**config.mk**
```make
export PLATFORM = sky130hd
export DESIGN_NAME = impulse_detector
export DESIGN_NICKNAME = d
export VERILOG_FILES = /design/src/rtl/impulse_detector.sv
export SDC_FILE = /design/constraint.sdc
export NUM_CORES = 1
export LEC_CHECK = 0
export BUFFER_PORTS_ARGS = -buffer_cell sky130_fd_sc_hd__buf_2
export CAP_MARGIN = 30
export CORE_MARGIN = 8
export CORE_UTILIZATION = 58
export CTS_CLUSTER_SIZE = 24
export DETAILED_ROUTE_END_ITERATION = 16
export PLACE_DENSITY_LB_ADDON = 0.08
export SETUP_SLACK_MARGIN = 0.5
export SLEW_MARGIN = 20
export SYNTH_ARGS = -nofsm -noshare
export SYNTH_HDL_FRONTEND = slang
export SYNTH_SLANG_ARGS = --single-unit
```
**constraint.sdc**
```tcl
create_clock -name clk -period 3.8 [get_ports clk]
set_input_delay 0.19 -clock clk [delete_from_list [all_inputs] [get_ports clk]]
set_output_delay 0.19 -clock clk [all_outputs]
set_load 0.02 [all_outputs]
```
**src/rtl/impulse_detector.sv**
```systemverilog
// Impulse detector: tracks |sample| against a threshold, reports the peak and rise
// length of each impulse with a one-cycle trigger, then ignores input for a refractory window.
module impulse_detector #(
    parameter int HOLD_PWR   = 8,
    parameter int ATTACK_PWR = 8
) (
    input  logic                  clk,
    input  logic                  reset,
    input  logic                  enable,
    input  logic                  in_valid,
    input  logic [26:0]           in_sample,
    input  logic [25:0]           threshold,
    output logic                  trig,
    output logic [25:0]           peak,
    output logic [ATTACK_PWR-1:0] attack_len,
    output logic                  busy,
    output logic [1:0]            state_dbg
);

    typedef enum logic [1:0] {
        IDLE   = 2'd0,
        ATTACK = 2'd1,
        HOLD   = 2'd2
    } state_t;

    // The rise is forced to end on the sample that brings len to its maximum.
    localparam logic [ATTACK_PWR-1:0] LEN_FORCE = {{(ATTACK_PWR-1){1'b1}}, 1'b0};
    localparam logic [HOLD_PWR-1:0]   HCNT_LAST = '1;

    // Stage 1: saturating magnitude
    logic [26:0] neg_sample;
    logic [25:0] abs_sample;
    logic [25:0] mag_r;
    logic        mag_valid;

    assign neg_sample = -in_sample;

    always_comb begin
        abs_sample = in_sample[25:0];
        if (in_sample[26]) begin
            // Only -2^26 negates to a value with bit 26 set.
            abs_sample = neg_sample[26] ? '1 : neg_sample[25:0];
        end
    end

    always_ff @(posedge clk or negedge reset) begin
        if (!reset) begin
            mag_r     <= '0;
            mag_valid <= 1'b0;
        end else begin
            mag_valid <= in_valid;
            if (in_valid) begin
                mag_r <= abs_sample;
            end
        end
    end

    // Stage 2: detection FSM
    state_t                state, state_next;
    logic [25:0]           pk, pk_next;
    logic [ATTACK_PWR-1:0] len, len_next;
    logic [HOLD_PWR-1:0]   hcnt, hcnt_next;
    logic                  trig_next;
    logic [25:0]           peak_next;
    logic [ATTACK_PWR-1:0] attack_len_next;

    always_ff @(posedge clk or negedge reset) begin
        if (!reset) begin
            state      <= IDLE;
            pk         <= '0;
            len        <= '0;
            hcnt       <= '0;
            trig       <= 1'b0;
            peak       <= '0;
            attack_len <= '0;
            busy       <= 1'b0;
        end else begin
            state      <= state_next;
            pk         <= pk_next;
            len        <= len_next;
            hcnt       <= hcnt_next;
            trig       <= trig_next;
            peak       <= peak_next;
            attack_len <= attack_len_next;
            busy       <= (state_next != IDLE);
        end
    end

    always_comb begin
        state_next      = state;
        pk_next         = pk;
        len_next        = len;
        hcnt_next       = hcnt;
        trig_next       = 1'b0;
        peak_next       = peak;
        attack_len_next = attack_len;

        if (!enable) begin
            state_next = IDLE;
            pk_next    = '0;
            len_next   = '0;
            hcnt_next  = '0;
        end else if (mag_valid) begin
            case (state)
                IDLE: begin
                    if (mag_r > threshold) begin
                        state_next = ATTACK;
                        pk_next    = mag_r;
                        len_next   = {{(ATTACK_PWR-1){1'b0}}, 1'b1};
                    end
                end
                ATTACK: begin
                    if (mag_r >= pk) begin
                        pk_next  = mag_r;
                        len_next = len + 1'b1;
                        if (len == LEN_FORCE) begin
                            trig_next       = 1'b1;
                            peak_next       = mag_r;
                            attack_len_next = len + 1'b1;
                            state_next      = HOLD;
                            hcnt_next       = '0;
                        end
                    end else begin
                        trig_next       = 1'b1;
                        peak_next       = pk;
                        attack_len_next = len;
                        state_next      = HOLD;
                        hcnt_next       = '0;
                    end
                end
                HOLD: begin
                    hcnt_next = hcnt + 1'b1;
                    if (hcnt == HCNT_LAST) begin
                        state_next = IDLE;
                    end
                end
                default: begin
                    state_next = IDLE;
                end
            endcase
        end
    end

    assign state_dbg = state;

endmodule

```
# After elaboration in Yosys (flattened, before gate mapping)
# Cells that the tools add are included.
[word_totals]
register_bits = 107
latchBits = 0
ramBits = 0
romBits = 0
input_bits = 57
output_inout_bits = 38
word_cells = 64
memories = 0
[classes]
add_sub_neg = 3
mul = 0
n_div = 0
magnitude_cmp = 2
eq_ne = 11
shifts = 0
n_mux = 33
bitwise = 0
n_reduce_logical = 5
[ops]
columns = ["cell", "count"]
rows = [
  ["2-to-1 mux 26 bit", 8],
  ["2-to-1 mux 8 bit", 10],
  ["one-hot mux 26 bit (2 select lines)", 1],
  ["one-hot mux 8 bit (2 select lines)", 2],
  ["negator 27 bit", 1],
  ["greater-or-equal comparator 26 bit", 1],
  ["greater-than comparator 26 bit", 1],
  ["adder 8 x 1 -> 8 bit, second input constant", 2],
  ["equality test 8 bit, second input constant", 2],
  ["2-to-1 mux 2 bit", 6],
  ["AND reduction 4 bit", 2],
  ["inequality test 3 x 1 -> 1 bit, second input constant", 2],
  ["inequality test 3 bit, second input constant", 2],
  ["one-hot mux 2 bit (3 select lines)", 1],
  ["2-to-1 mux 1 bit", 5],
  ["inequality test 2 x 1 -> 1 bit, second input constant", 2],
  ["inequality test 4 bit, second input constant", 1],
  ["AND reduction 3 bit", 1],
  ["equality test 2 x 1 -> 1 bit, second input constant", 1],
  ["equality test 2 bit, second input constant", 1],
  ["zero test 2 bit", 1],
  ["nonzero test 2 bit", 1],
]

# Longest topological paths before layout
# Gate-level depths: netlist (run 1).
[depth]
ltp_word = 7
depth_mapped = 11
ltp_nobuf = 10

# Worst setup path before layout (run 1)
# No wires, ideal clock.
[synth_timing]
path_kind = "flip-flop to flip-flop"
start = "register mag_r[3]"
end = "register peak[19]"
setup_ns = 0.125
arrival_ns = 2.579
t_required_ns = 3.675
slack_ns = 1.096
path_stages_with_launch = 10
path_buffers = 1
synth_period_minus_slack_ns = 2.704
cell_sequence = "dfrtp_1 ha_1 a211o_1 a21oi_1 o21ai_0 a221o_2 nor2_4 buf_2 mux2_2 mux2_4"
[synth_via]
elab_chain_cells = 3
word_cells_on_any_way = 4
cone_classes = "1 x order compare; 1 x eq/ne; 1 x mux; 1 x reduce/logical"
[synth_rtl]
columns = ["element", "line", "rtl"]
rows = [
  ["start: declaration", "33", "logic [25:0] mag_r;"],
  ["start signal: assignment", "53", "mag_r <= abs_sample;"],
  ["greater-or-equal comparator 26 bit (*)", "113", "if (mag_r >= pk) begin"],
  ["inequality test 2 x 1 -> 1 bit (no source line)", "--", ""],
  ["AND reduction 4 bit (no source line)", "--", ""],
  ["end signal: assignment", "83", "peak <= peak_next;"],
  ["end: declaration", "14", "output logic [25:0] peak,"],
]
# Mark *: on every way between the ends. The rest lies on a longest branch, timed or not.
# A chain may end at the register's enable or synchronous reset.

# Worst setup path in the final report (run 1)
[layout_timing]
start = "register mag_r[3]"
end = "register hcnt[2]"
[layout_via]
elab_chain_cells = 5
word_cells_on_any_way = 7
cone_classes = "1 x order compare; 1 x eq/ne; 4 x mux; 1 x reduce/logical"
[layout_rtl]
columns = ["element", "line", "rtl"]
rows = [
  ["greater-or-equal comparator 26 bit (*)", "113", ""],
  ["2-to-1 mux 8 bit", "113", ""],
  ["one-hot mux 8 bit (2 select lines)", "104", "case (state)"],
  ["2-to-1 mux 8 bit", "103", "end else if (mag_valid) begin"],
  ["2-to-1 mux 8 bit", "98", "if (!enable) begin"],
  ["end signal: assignment", "81", "hcnt <= hcnt_next;"],
  ["end: declaration", "62", "logic [HOLD_PWR-1:0] hcnt, hcnt_next;"],
]
# Mark *: on every way between the ends. The rest lies on a longest branch, timed or not. The select of a mux whose other input is x is not followed.

==> results of run 1 <==
[critical path: stages, from the launching register on]
cell and delay (ps):
dfrtp_1 440, ha_1 330, a211o_1 290, a21oi_1 120, o21ai_0 130, a221o_2 440
nor2_4 140, buf_6 400, o221ai_2 300, a221o_1 400
[cell usage after synthesis (2+ instances only)]
master and number:
o211ai_1 5, dfrtp_1 107, o22ai_1 2, nor3b_1 2
and3_1 6, a31o_2 2, o21ai_0 29, xnor2_1 13
a31oi_1 9, buf_6 11, nor2_1 47, mux2i_1 10
a21o_1 10, a21oi_1 34, o41ai_1 3, buf_2 2
ha_1 56, inv_2 2, nand2b_1 6, mux2_2 28
nand2_1 40, a211oi_1 2, nor3_1 2, o2111ai_1 3
o2bb2ai_1 4, o31ai_1 12, mux2_4 27, nand4_1 11
nand3_1 17, inv_1 70, o221a_2 2, nor2b_1 4
a32o_1 27, nor4_1 6, clkbuf_1 16, xor2_1 7
[state kept, by name (all words and copies together), names as in the netlist]
signal,flops
attack_len,8
busy,1
hcnt,8
len,8
mag_r,26
mag_valid,1
peak,26
pk,26
state_dbg,2
trig,1
[per-stage QoR]
| stage | setup slack [ps] | std cells | hold WS [ps] |
|---|---|---|---|
| 2_1_floorplan | 1096 | 666 | -105.6 |
| 3_3_place_gp | 636.1 | 886 | 147.8 |
| 3_5_place_dp | 560.7 | 886 | 148.4 |
| 4_1_cts | 547.4 | 902 | 182.4 |
| 5_1_grt | 576.1 | 902 | 203.3 |
| 6_report | 695.7 | 902 | 193.8 |
[routing by layer]
metal	routed length, um	vias to the layer above
li1	-	2595
met1	7508	2628
met2	7973	150
met3	822	31
met4	364	2
met5	11	-
[repair_timing]
action,in CTS,in global routing
hold buffers,1,0
gates resized for setup,0,1
endpoints found under the hold margin,29,0
endpoints found under the setup margin,0,18
[power groups by stage]
stage,logic (mW),registers [mW],clock network (mW)
floorplan,0.746,1.66,0
global placement,1.25,1.52,0
detailed placement,1.27,1.53,0
CTS,1.28,1.51,0.964
global route,1.39,1.54,1.00
finish,1.27,1.51,0.941
[cells by family after synthesis]
group,Yosys count
AO/OA/AOI/OAI,163
AND/OR/NAND/NOR,153
flip-flops,107
buffers and inverters,102
multiplexers,65
adder cells (fa/ha/maj),56
XOR/XNOR,20
[layout make-up]
| type | count | area (um^2) |
|---|---|---|
| clock inverters | 5 | 53.80 |
| repair buffers | 108 | 596.8 |
| multi-input cells | 457 | 3677 |
| clock buffers | 10 | 239.0 |
| well taps | 143 | 178.9 |
| fillers | 914 | 3774 |
| inverters | 72 | 270.3 |
| flip-flops and latches | 107 | 2678 |
[path summary, 6_finish.rpt]
| check | end | slack [ps] | depth (start not counted) |
|---|---|---|---|
| max | hcnt[2] | 700 | 9 |
| min | mag_r[18] | 190 | 4 |
| max reg2reg | hcnt[2] | 700 | 9 |
| min reg2reg | attack_len[5] | 500 | 1 |
| max in group asynchronous | mag_r[24] | 2540 | 3 |
| min in group asynchronous | peak[18] | 310 | 2 |
==> run_results.csv, run 1 <==
group,metric,value,unit
outcome,run_status,"finished, final reports clean",
clocking,buffer_type_at_the_clock_tree_root,"clkbuf_16",
synthesis,post_synth_main_area_contributors,"dfrtp_1, ha_1, mux2_4",
final_layout,final_layout_size_suffix_gt1_share,26.09,%
detailed_routing,wl,16680,um
synthesis,synth_ff_type,"dfrtp_1",
sta,grt_setup_unrepaired,"no",
detailed_routing,route.vias.total,5406,
sta,fmax,0.3221,GHz
synthesis,post_synth_fa_ha_maj_area_fraction,10.26,%
die,rows,39,
grt,use_met2,36.11,%
grt,maximum_number_of_pins_on_one_net_before_global_route_repair,52,
synthesis,synth-seq-cells,107,
final_layout,finalCoreUtilization,67.09,%
grt,globalRouteMet3Util,5.404,%
sta,tightest_slew,909.5,ps
critical_path,timing.critical_path.fanout_max,41,
synthesis,synth.yosys.seq_area_share,39.22,%
synthesis,synth-simple-area-share,11.40,%
clocking,clkSlewWorstSetupHoldPaths,70,ps
critical_path,worstPathRequired,4040,ps
synthesis,mappedNetlistNets,779,
pwr,power.share.clock,25.3,%
die,die_outline_area,15500,um^2
detailed_routing,drtIter0Drc,354,
pwr,power_leakage,3.692,nW
synthesis,synth_cells,666,
grt,aggregate_global_route_resource_usage,21.91,%
clocking,cts_tree,"done",
pwr,combPwrFrac,34.2,%
grt,global_route.peak_usage_layer,"met2",
final_layout,layout_commonest_cell,"dfrtp_1",
pwr,power.density,484.1,nW/um^2
synthesis,synth.cell_area,6827,um^2
die,io-pin-count,95,
sta,timing.slew.headroom,39.37,%
pwr,power.switching_fraction,34.06,%
pwr,worst_ir_drop_vdd,505.2,uV
synthesis,postSynthAreaPerCell,10.25,um^2
clocking,cts_htree_levels,3,
clocking,numCtsBuffers,9,
sta,fin_skew,6.358,ps
grt,grt_antenna_before_repair,1,
final_layout,antennaDiodeCount,0,
clocking,clock_sink_count,107,
final_layout,final_cell_area,7694,um^2
synthesis,post-synth-top-area-cell,"dfrtp_1",
detailed_routing,post_drt_via_cell_ratio,5.993,
synthesis,post_synth_cell_types,68,
critical_path,critPathKind,"register to register",
detailed_routing,count_of_antenna_violating_nets_left_after_detailed_routing,0,
pwr,cellInternalPower,2.456,mW
critical_path,worst_setup_path_start_kind,"register",
min_path,class_of_the_tightest_hold_or_removal_check,"primary input to register",
pwr,overall_power,3.725,mW
clocking,worstSkewPairLatency,350,ps
clocking,cts.path.max_buffers,2,
placement,placement.io_buffers,94,
sta,hold_violations,0,
sta,fin_tns_setup,0,ps
grt,globalRouteMet1Util,27.33,%
synthesis,synth_compound_area_share,17.61,%
die,die_x,124.5,um
sta,period_share,81.69,%
synthesis,netlist.area_leader.share,39.22,%
final_layout,final_net_count,868,
critical_path,worst_setup_path_startpoint,"mag_r[3]",
placement,place_congestion,0.8448,
placement,dpl-instance-area,7387,um^2
synthesis,number_of_enable_type_register_cells_in_the_synthesized_netlist,0,
sta,finalSetupViolations,0,
pwr,netSwitchingPower,1.269,mW
grt,first_global_vias,5612,
critical_path,timing.rr.start,"mag_r[3]",
synthesis,yosysWarningCount,0,
critical_path,worstPathArrival,3340,ps
die,die_h,124.5,um
detailed_routing,detail_route.drc_violations,0,
grt,total_global_routing_overflow,0,
final_layout,layout_stage_area_growth_over_the_synthesis_result,12.70,%
die,design.core.area,11470,um^2
grt,grt_pass1_wl,28030,um
synthesis,synth_async_sr_flop_share,100.0,%
job,cap_viol_max_count,0,
synthesis,mux_contribution_to_synthesized_area,12.02,%
pwr,power.sequential.fraction,40.6,%
sta,slew_viol_final,0,
synthesis,synth_top_family_by_area,"compound AO/OA/AOI/OAI gates",
detailed_routing,wl_per_cell,18.49,um
die,start_util,59.53,%
placement,dp_hpwl,12320,um
critical_path,timing.critical_path.to_type,"register",
min_path,hold_start,"in_sample[18]",
sta,period_minus_slack,3104,ps
clocking,postCtsSetupBuffers,0,
synthesis,yosys.area_share.xor_xnor,2.566,%
detailed_routing,drt_first_pass_iters,4,
final_layout,layout_common_cells,"dfrtp_1, buf_2, inv_1",
(Power assumes the default switching activity.)
==> run 2: changes to the inputs <==
- ABC_AREA: default -> 1
- CORE_UTILIZATION: 58 -> 53
- clock period: 3.8 -> 2.75 ns (I/O delays scaled with it)
==> run 2 against run 1 <==
  * Cell area is 14% higher
  * Sequential power rose by 44%
  * Utilization fell by 0.36 points
  * Die area rose by 12%
  * Critical endpoint is now pk[3]
  * Largest power group unchanged
  * Highest routed layer is now met4
==> run_results.csv, run 2 <==
group,metric,value,unit
outcome,run_status,"finished, final reports clean",
critical_path,path_delay_family,"simple AND/OR/NAND/NOR gates",
synthesis,post-synth-top-area-cell,"dfrtp_1",
synthesis,number_of_enable_type_register_cells_in_the_synthesized_netlist,0,
synthesis,post_synth_main_area_contributors,"dfrtp_1, nand2_1, ha_1",
critical_path,worstPathRequired,2990,ps
sta,period_minus_slack,2191,ps
synthesis,synth_async_sr_flop_share,100.0,%
final_layout,finalCoreUtilization,66.73,%
synthesis,postSynthAreaPerCell,7.210,um^2
final_layout,final_cell_area,8802,um^2
pwr,power.share.clock,23.1,%
clocking,numCtsBuffers,9,
pwr,netSwitchingPower,2.169,mW
synthesis,mappedNetlistNets,1098,
critical_path,worst_setup_path_start_kind,"register",
final_layout,layout_commonest_cell,"nand2_1",
sta,fmax,0.4563,GHz
detailed_routing,drt_first_pass_iters,5,
synthesis,yosys-top-cells-count,"nand2_1, inv_1, dfrtp_1",
clocking,cts_tree,"done",
placement,dp_hpwl,12990,um
sta,final_critical_path_setup_slack,558.6,ps
sta,grt_setup_unrepaired,"yes",
critical_path,worstPathArrival,2440,ps
placement,place_ws,377.6,ps
pwr,power.sequential.fraction,38.7,%
final_layout,antennaDiodeCount,0,
pwr,worst_ir_drop_vdd,352.3,uV
die,rows,42,
job,cap_viol_max_count,0,
pwr,overall_power,5.644,mW
final_layout,reg_top3,"mag_r: 26 flops, peak: 26 flops, pk: 26 flops",
critical_path,timing.critical_path.to_type,"register",
critical_path,critPathKind,"register to register",
sta,hold_violations,0,
synthesis,synth.cell_area,7102,um^2
synthesis,netlist.area_leader.share,37.70,%
sta,fin_tns_setup,0,ps
sta,final.hold.worst_slack,69.66,ps
die,start_util,53.84,%
detailed_routing,count_of_antenna_violating_nets_left_after_detailed_routing,0,
detailed_routing,wl,19080,um
grt,grt_pass1_wl,29470,um
placement,dp_cells,1237,
grt,total_global_routing_overflow,0,
pwr,combPwrFrac,38.2,%
final_layout,final_layout_size_suffix_gt1_share,24.50,%
grt,aggregate_global_route_resource_usage,20.55,%
die,design.core.area,13190,um^2
pwr,power_leakage,4.575,nW
die,io-pin-count,95,
placement,place_congestion,0.8265,
final_layout,layout_stage_area_growth_over_the_synthesis_result,23.94,%
min_path,class_of_the_tightest_hold_or_removal_check,"primary input to register",
critical_path,critical_path.most_common_cell,"nand2_1",
synthesis,synth-seq-cells,107,
critical_path,path_cells,"ha_4 -> nand2_1 -> inv_1 -> nand2_1 -> nand2_1 -> nand2_1 -> nand3_2 -> nand2_2 -> nand3_4 -> nand2_4 -> nand3_4 -> clkbuf_16 -> nand3_1 -> nand2_1",
pwr,power.density,641.2,nW/um^2
final_layout,layout.area.seq,2705,um^2
final_layout,layout_common_cells,"nand2_1, inv_1, buf_2",
synthesis,post_synth_cell_types,34,
detailed_routing,post_drt_via_cell_ratio,5.156,
clocking,clkSlewWorstSetupHoldPaths,70,ps
clocking,cts_htree_levels,3,
synthesis,yosysWarningCount,0,
pwr,power.switching_fraction,38.43,%
detailed_routing,route.vias.total,6590,
clocking,worstSkewPairLatency,360,ps
critical_path,timing.critical_path.fanout_max,8,
die,die_x,131.8,um
synthesis,synth_ff_type,"dfrtp_1",
detailed_routing,detail_route.drc_violations,0,
sta,slew_viol_final,0,
grt,maximum_number_of_pins_on_one_net_before_global_route_repair,52,
pwr,cellInternalPower,3.475,mW
die,die_outline_area,17360,um^2
final_layout,fillcell_total,1153,
critical_path,critical-path-slowest-cell,"dfrtp_2",
critical_path,crit_buf_inv,2,
final_layout,final_net_count,1210,
detailed_routing,wl_per_cell,14.93,um
sta,fin_skew,7.128,ps
synthesis,most_common_cell_in_the_netlist,"nand2_1",
final_layout,multi_input_area,4328,um^2
clocking,buffer_type_at_the_clock_tree_root,"clkbuf_16",
clocking,cts.path.max_buffers,2,
critical_path,critical-path-max-stage-delay,490,ps
placement,dpl-instance-area,7714,um^2
clocking,clock_sink_count,107,
synthesis,synth_cells,985,
placement,placement.io_buffers,94,
grt,first_global_vias,6055,
synthesis,synth.yosys.seq_area_share,37.70,%
sta,tightest_slew,1121,ps
final_layout,finalNonFillerCells,1278,
grt,grt_antenna_before_repair,0,
sta,period_share,79.69,%
die,die_h,131.8,um
sta,timing.slew.headroom,25.06,%
sta,finalSetupViolations,0,
detailed_routing,drtIter0Drc,509,
==> run 2: cell types whose count changed in the layout (fill, tap and decap cells not counted), sizes merged, moves of 10 or more <==
cell   previous run  this run
a32o             27         0
buf             107       124
inv              72       118
mux2             55         0
mux2i            10         0
nand2            40       350
nand3            18        75
nor2             48        96
o21ai            30        55
o31ai            12         0
xor2              7        21
==> run 2: worst paths after layout <==
kind,startpoint,endpoint,slack (ps),cells after the start
worst min register to register,pk[15],pk[15],470,2
worst max-delay path,mag_r[5],pk[3],560,14
max in group asynchronous,reset,mag_r[25],1690,3
worst max register to register,mag_r[5],pk[3],560,14
min in group asynchronous,reset,mag_r[4],300,2
worst min-delay path,in_sample[14],mag_r[14],70,3
==> run 2: power by group through the flow <==
stage	Clock (mW)	Combinational, mW	Sequential (mW)
after CTS	1.32	1.86	2.15
final	1.30	2.16	2.18
after floorplan	0	0.989	2.41
after global routing	1.40	2.43	2.22
after global placement	0	1.80	2.16
after detailed placement	0	1.82	2.18
==> run 2: cells by family after synthesis <==
family	after synthesis	synth area share (%)
buffers and inverters	148	8.668
flip-flops	107	37.70
XOR/XNOR	28	3.453
AO/OA/AOI/OAI	99	7.629
AND/OR/NAND/NOR	547	32.68
adder cells (fa/ha/maj)	56	9.866
==> run 2: what timing repair did <==
action | CTS | global route
pin swaps | 0 | 37
hold endpoints to repair | 37 | 0
gates resized for setup | 8 | 110
endpoints found under the setup margin | 67 | 76
cloned | 0 | 6
setup buffers | 0 | 18
hold buffers | 1 | 0
==> run 2: final cells by class <==
| cell class | instances | share of cell area (%) |
|---|---|---|
| multi-input cells | 733 | 49.17 |
| flip-flops and latches | 107 | 30.73 |
| repair buffers | 127 | 9.154 |
| inverters | 119 | 5.160 |
| clock buffers | 14 | 2.886 |
| well taps | 176 | 2.502 |
| clock inverters | 2 | 0.3980 |
==> run 2: worst reg2reg max path: stages, from the launching register on <==
cell and delay [ps]:
dfrtp_2 490, ha_4 270, nand2_1 80, inv_1 40, nand2_1 50, nand2_1 50
nand2_1 70, nand3_2 90, nand2_2 90, nand3_4 140, nand2_4 140, nand3_4 180
clkbuf_16 240, nand3_1 80, nand2_1 60
==> run 2: routing by layer <==
layer  share of wire (%)  GRT usage [%]  up-vias  routed length [um]
li1                    -              -     3354                   -
met1                  45          27.02     3057                8539
met2                  49          33.43      159                9320
met3                 4.4          3.011       20                 836
met4                 2.0          8.105        0                 385
met5                   0              0        -                   0
==> run 3: changes to the inputs <==
- clock period: 2.75 -> 1.8 ns (I/O delays scaled with it)
==> run 3 against run 2 <==
  * The run now ends with negative setup slack left
  * Utilization rose by 14 points
  * Worst hold slack got worse by 59 ps
  * Fmax fell by 6.9%
  * Critical path depth did not move
  * Global-route usage rose by 3.4 points
  * First-iteration DRC count rose by 45%
  * Register-to-register slack got worse by 1100 ps
  * Clock-buffer cell count fell by 2
  * Die area did not move
  * Largest cell class unchanged
==> run_results.csv, run 3 (synthesis gave the netlist of run 2 again) <==
group,metric,value,unit
placement,dp_cells,1321,
clocking,clkSlewWorstSetupHoldPaths,70,ps
grt,first_global_vias,7158,
sta,final_critical_path_setup_slack,-554.3,ps
sta,period_share,130.8,%
sta,fin_skew,5.657,ps
grt,aggregate_global_route_resource_usage,23.99,%
sta,grt_setup_unrepaired,"yes",
sta,slew_viol_final,0,
grt,maximum_number_of_pins_on_one_net_before_global_route_repair,42,
sta,fin_tns_setup,-36830,ps
critical_path,worst_setup_path_start_kind,"register",
die,rows,42,
die,die_outline_area,17360,um^2
min_path,hold_start,"in_valid",
die,start_util,53.84,%
detailed_routing,post_drt_via_cell_ratio,5.451,
die,die_h,131.8,um
min_path,class_of_the_tightest_hold_or_removal_check,"primary input to register",
critical_path,worstPathRequired,2040,ps
outcome,violations,"negative setup slack",
critical_path,worstPathArrival,2590,ps
clocking,clock_sink_count,107,
sta,finalSetupViolations,80,
placement,place_congestion,0.8535,
pwr,power_leakage,5.445,nW
sta,tightest_slew,499.6,ps
clocking,cts.path.max_buffers,2,
final_layout,finalCoreUtilization,80.69,%
placement,placement.io_buffers,94,
outcome,run_status,"complete, but fails checks",
sta,final.hold.worst_slack,10.59,ps
job,cap_viol_max_count,0,
grt,grt_antenna_before_repair,0,
sta,period_minus_slack,2354,ps
detailed_routing,wl,24440,um
die,design.core.area,13190,um^2
detailed_routing,wl_per_cell,17.62,um
final_layout,finalNonFillerCells,1387,
final_layout,final_layout_size_suffix_gt1_share,41.45,%
pwr,worst_ir_drop_vdd,501.2,uV
final_layout,reg_top3,"mag_r: 26 flops, peak: 26 flops, pk: 26 flops",
clocking,cts_htree_levels,3,
placement,place_ws,-485.3,ps
detailed_routing,detail_route.drc_violations,0,
sta,fmax,0.4248,GHz
critical_path,worst_setup_path_startpoint,"pk[21]",
die,io-pin-count,95,
critical_path,internal_reg_to_reg_setup_slack,-550,ps
placement,dpl-instance-area,8438,um^2
clocking,numCtsBuffers,9,
final_layout,fillcell_total,842,
detailed_routing,count_of_antenna_violating_nets_left_after_detailed_routing,0,
clocking,worstSkewPairLatency,350,ps
final_layout,final_cell_area,10640,um^2
critical_path,timing.critical_path.to_type,"register",
grt,grt_pass1_wl,34510,um
grt,total_global_routing_overflow,0,
final_layout,final_net_count,1320,
pwr,power.density,942.1,nW/um^2
die,die_x,131.8,um
sta,hold_violations,0,
detailed_routing,drtIter0Drc,738,
clocking,cts_tree,"done",
detailed_routing,drt_first_pass_iters,7,
placement,dp_hpwl,13880,um
final_layout,antennaDiodeCount,0,
critical_path,timing.rr.start,"pk[21]",
critical_path,timing.critical_path.fanout_max,8,
pwr,overall_power,10.03,mW
final_layout,layout_common_cells,"nand2_1, dfrtp_1, inv_1",
final_layout,layout_commonest_cell,"nand2_1",
clocking,buffer_type_at_the_clock_tree_root,"clkbuf_16",
critical_path,critPathKind,"register to register",
sta,timing.slew.headroom,66.70,%
final_layout,layout_stage_area_growth_over_the_synthesis_result,49.86,%
detailed_routing,route.vias.total,7561,
==> run 3: cell types whose count changed in the layout (fill, tap and decap cells not counted), sizes merged <==
cell    before  now
buf        124  228
clkbuf      16   19
clkinv       2    4
inv        118  117
nand2      350  352
nand3       75   74
==> run 3: layout make-up <==
cell class	instances	area [um^2]	share of cell area (%)
Multi-Input combinational cell	734	5009	47.06
Sequential cell	107	2684	25.22
Timing Repair Buffer	236	1972	18.53
Inverter	119	481.7	4.526
Clock buffer	12	236.5	2.222
Tap cell	176	220.2	2.069
Clock inverter	3	40.04	0.3762
==> run 3: where the power goes <==
group / internal (mW) / total [mW] / switching, mW
Clock: 1.07 / 1.95 / 0.878
Sequential: 2.92 / 3.35 / 0.432
Combinational: 2.03 / 4.73 / 2.70
Total: 6.01 / 10.0 / 4.01
==> run 3: repair_timing <==
| item | 4_1_cts | 5_1_grt |
|---|---|---|
| gates cloned | 4 | 11 |
| buffers inserted | 19 | 15 |
| endpoints found under the hold margin | 32 | 0 |
| pin swaps | 55 | 72 |
| resized for setup | 142 | 193 |
| hold buffers | 1 | 0 |
| endpoints found under the setup margin | 80 | 88 |
==> run 3: final timing paths <==
| path | endpoint | cells past startpoint |
|---|---|---|
| setup / recovery | attack_len[4] | 14 |
| hold reg to reg | peak[8] | 2 |
| setup reg to reg | attack_len[4] | 14 |
| hold / removal | mag_valid | 1 |
| max in group asynchronous | hcnt[5] | 3 |
| min in group asynchronous | mag_r[9] | 2 |
==> run 3: per-layer routing <==
| layer | vias to the layer above | wire length, um | track usage [%] |
|---|---|---|---|
| met5 | - | 0 | 0 |
| met4 | 0 | 1261 | 9.381 |
| met3 | 101 | 1514 | 3.811 |
| met2 | 338 | 11890 | 40.21 |
| met1 | 3539 | 9767 | 30.41 |
| li1 | 3583 | - | - |
==> run 3: critical path, stage by stage, from the launching register on <==
cell and delay [ps]:
dfrtp_1 410, inv_2 110, ha_4 220, a21oi_2 170
nand2_2 110, nand2_2 90, nand2_2 80, nor2_4 130
nand3_4 150, nand2_4 110, nand3_4 140, buf_12 200
clkbuf_16 180, nand2_2 60, o21ai_1 60
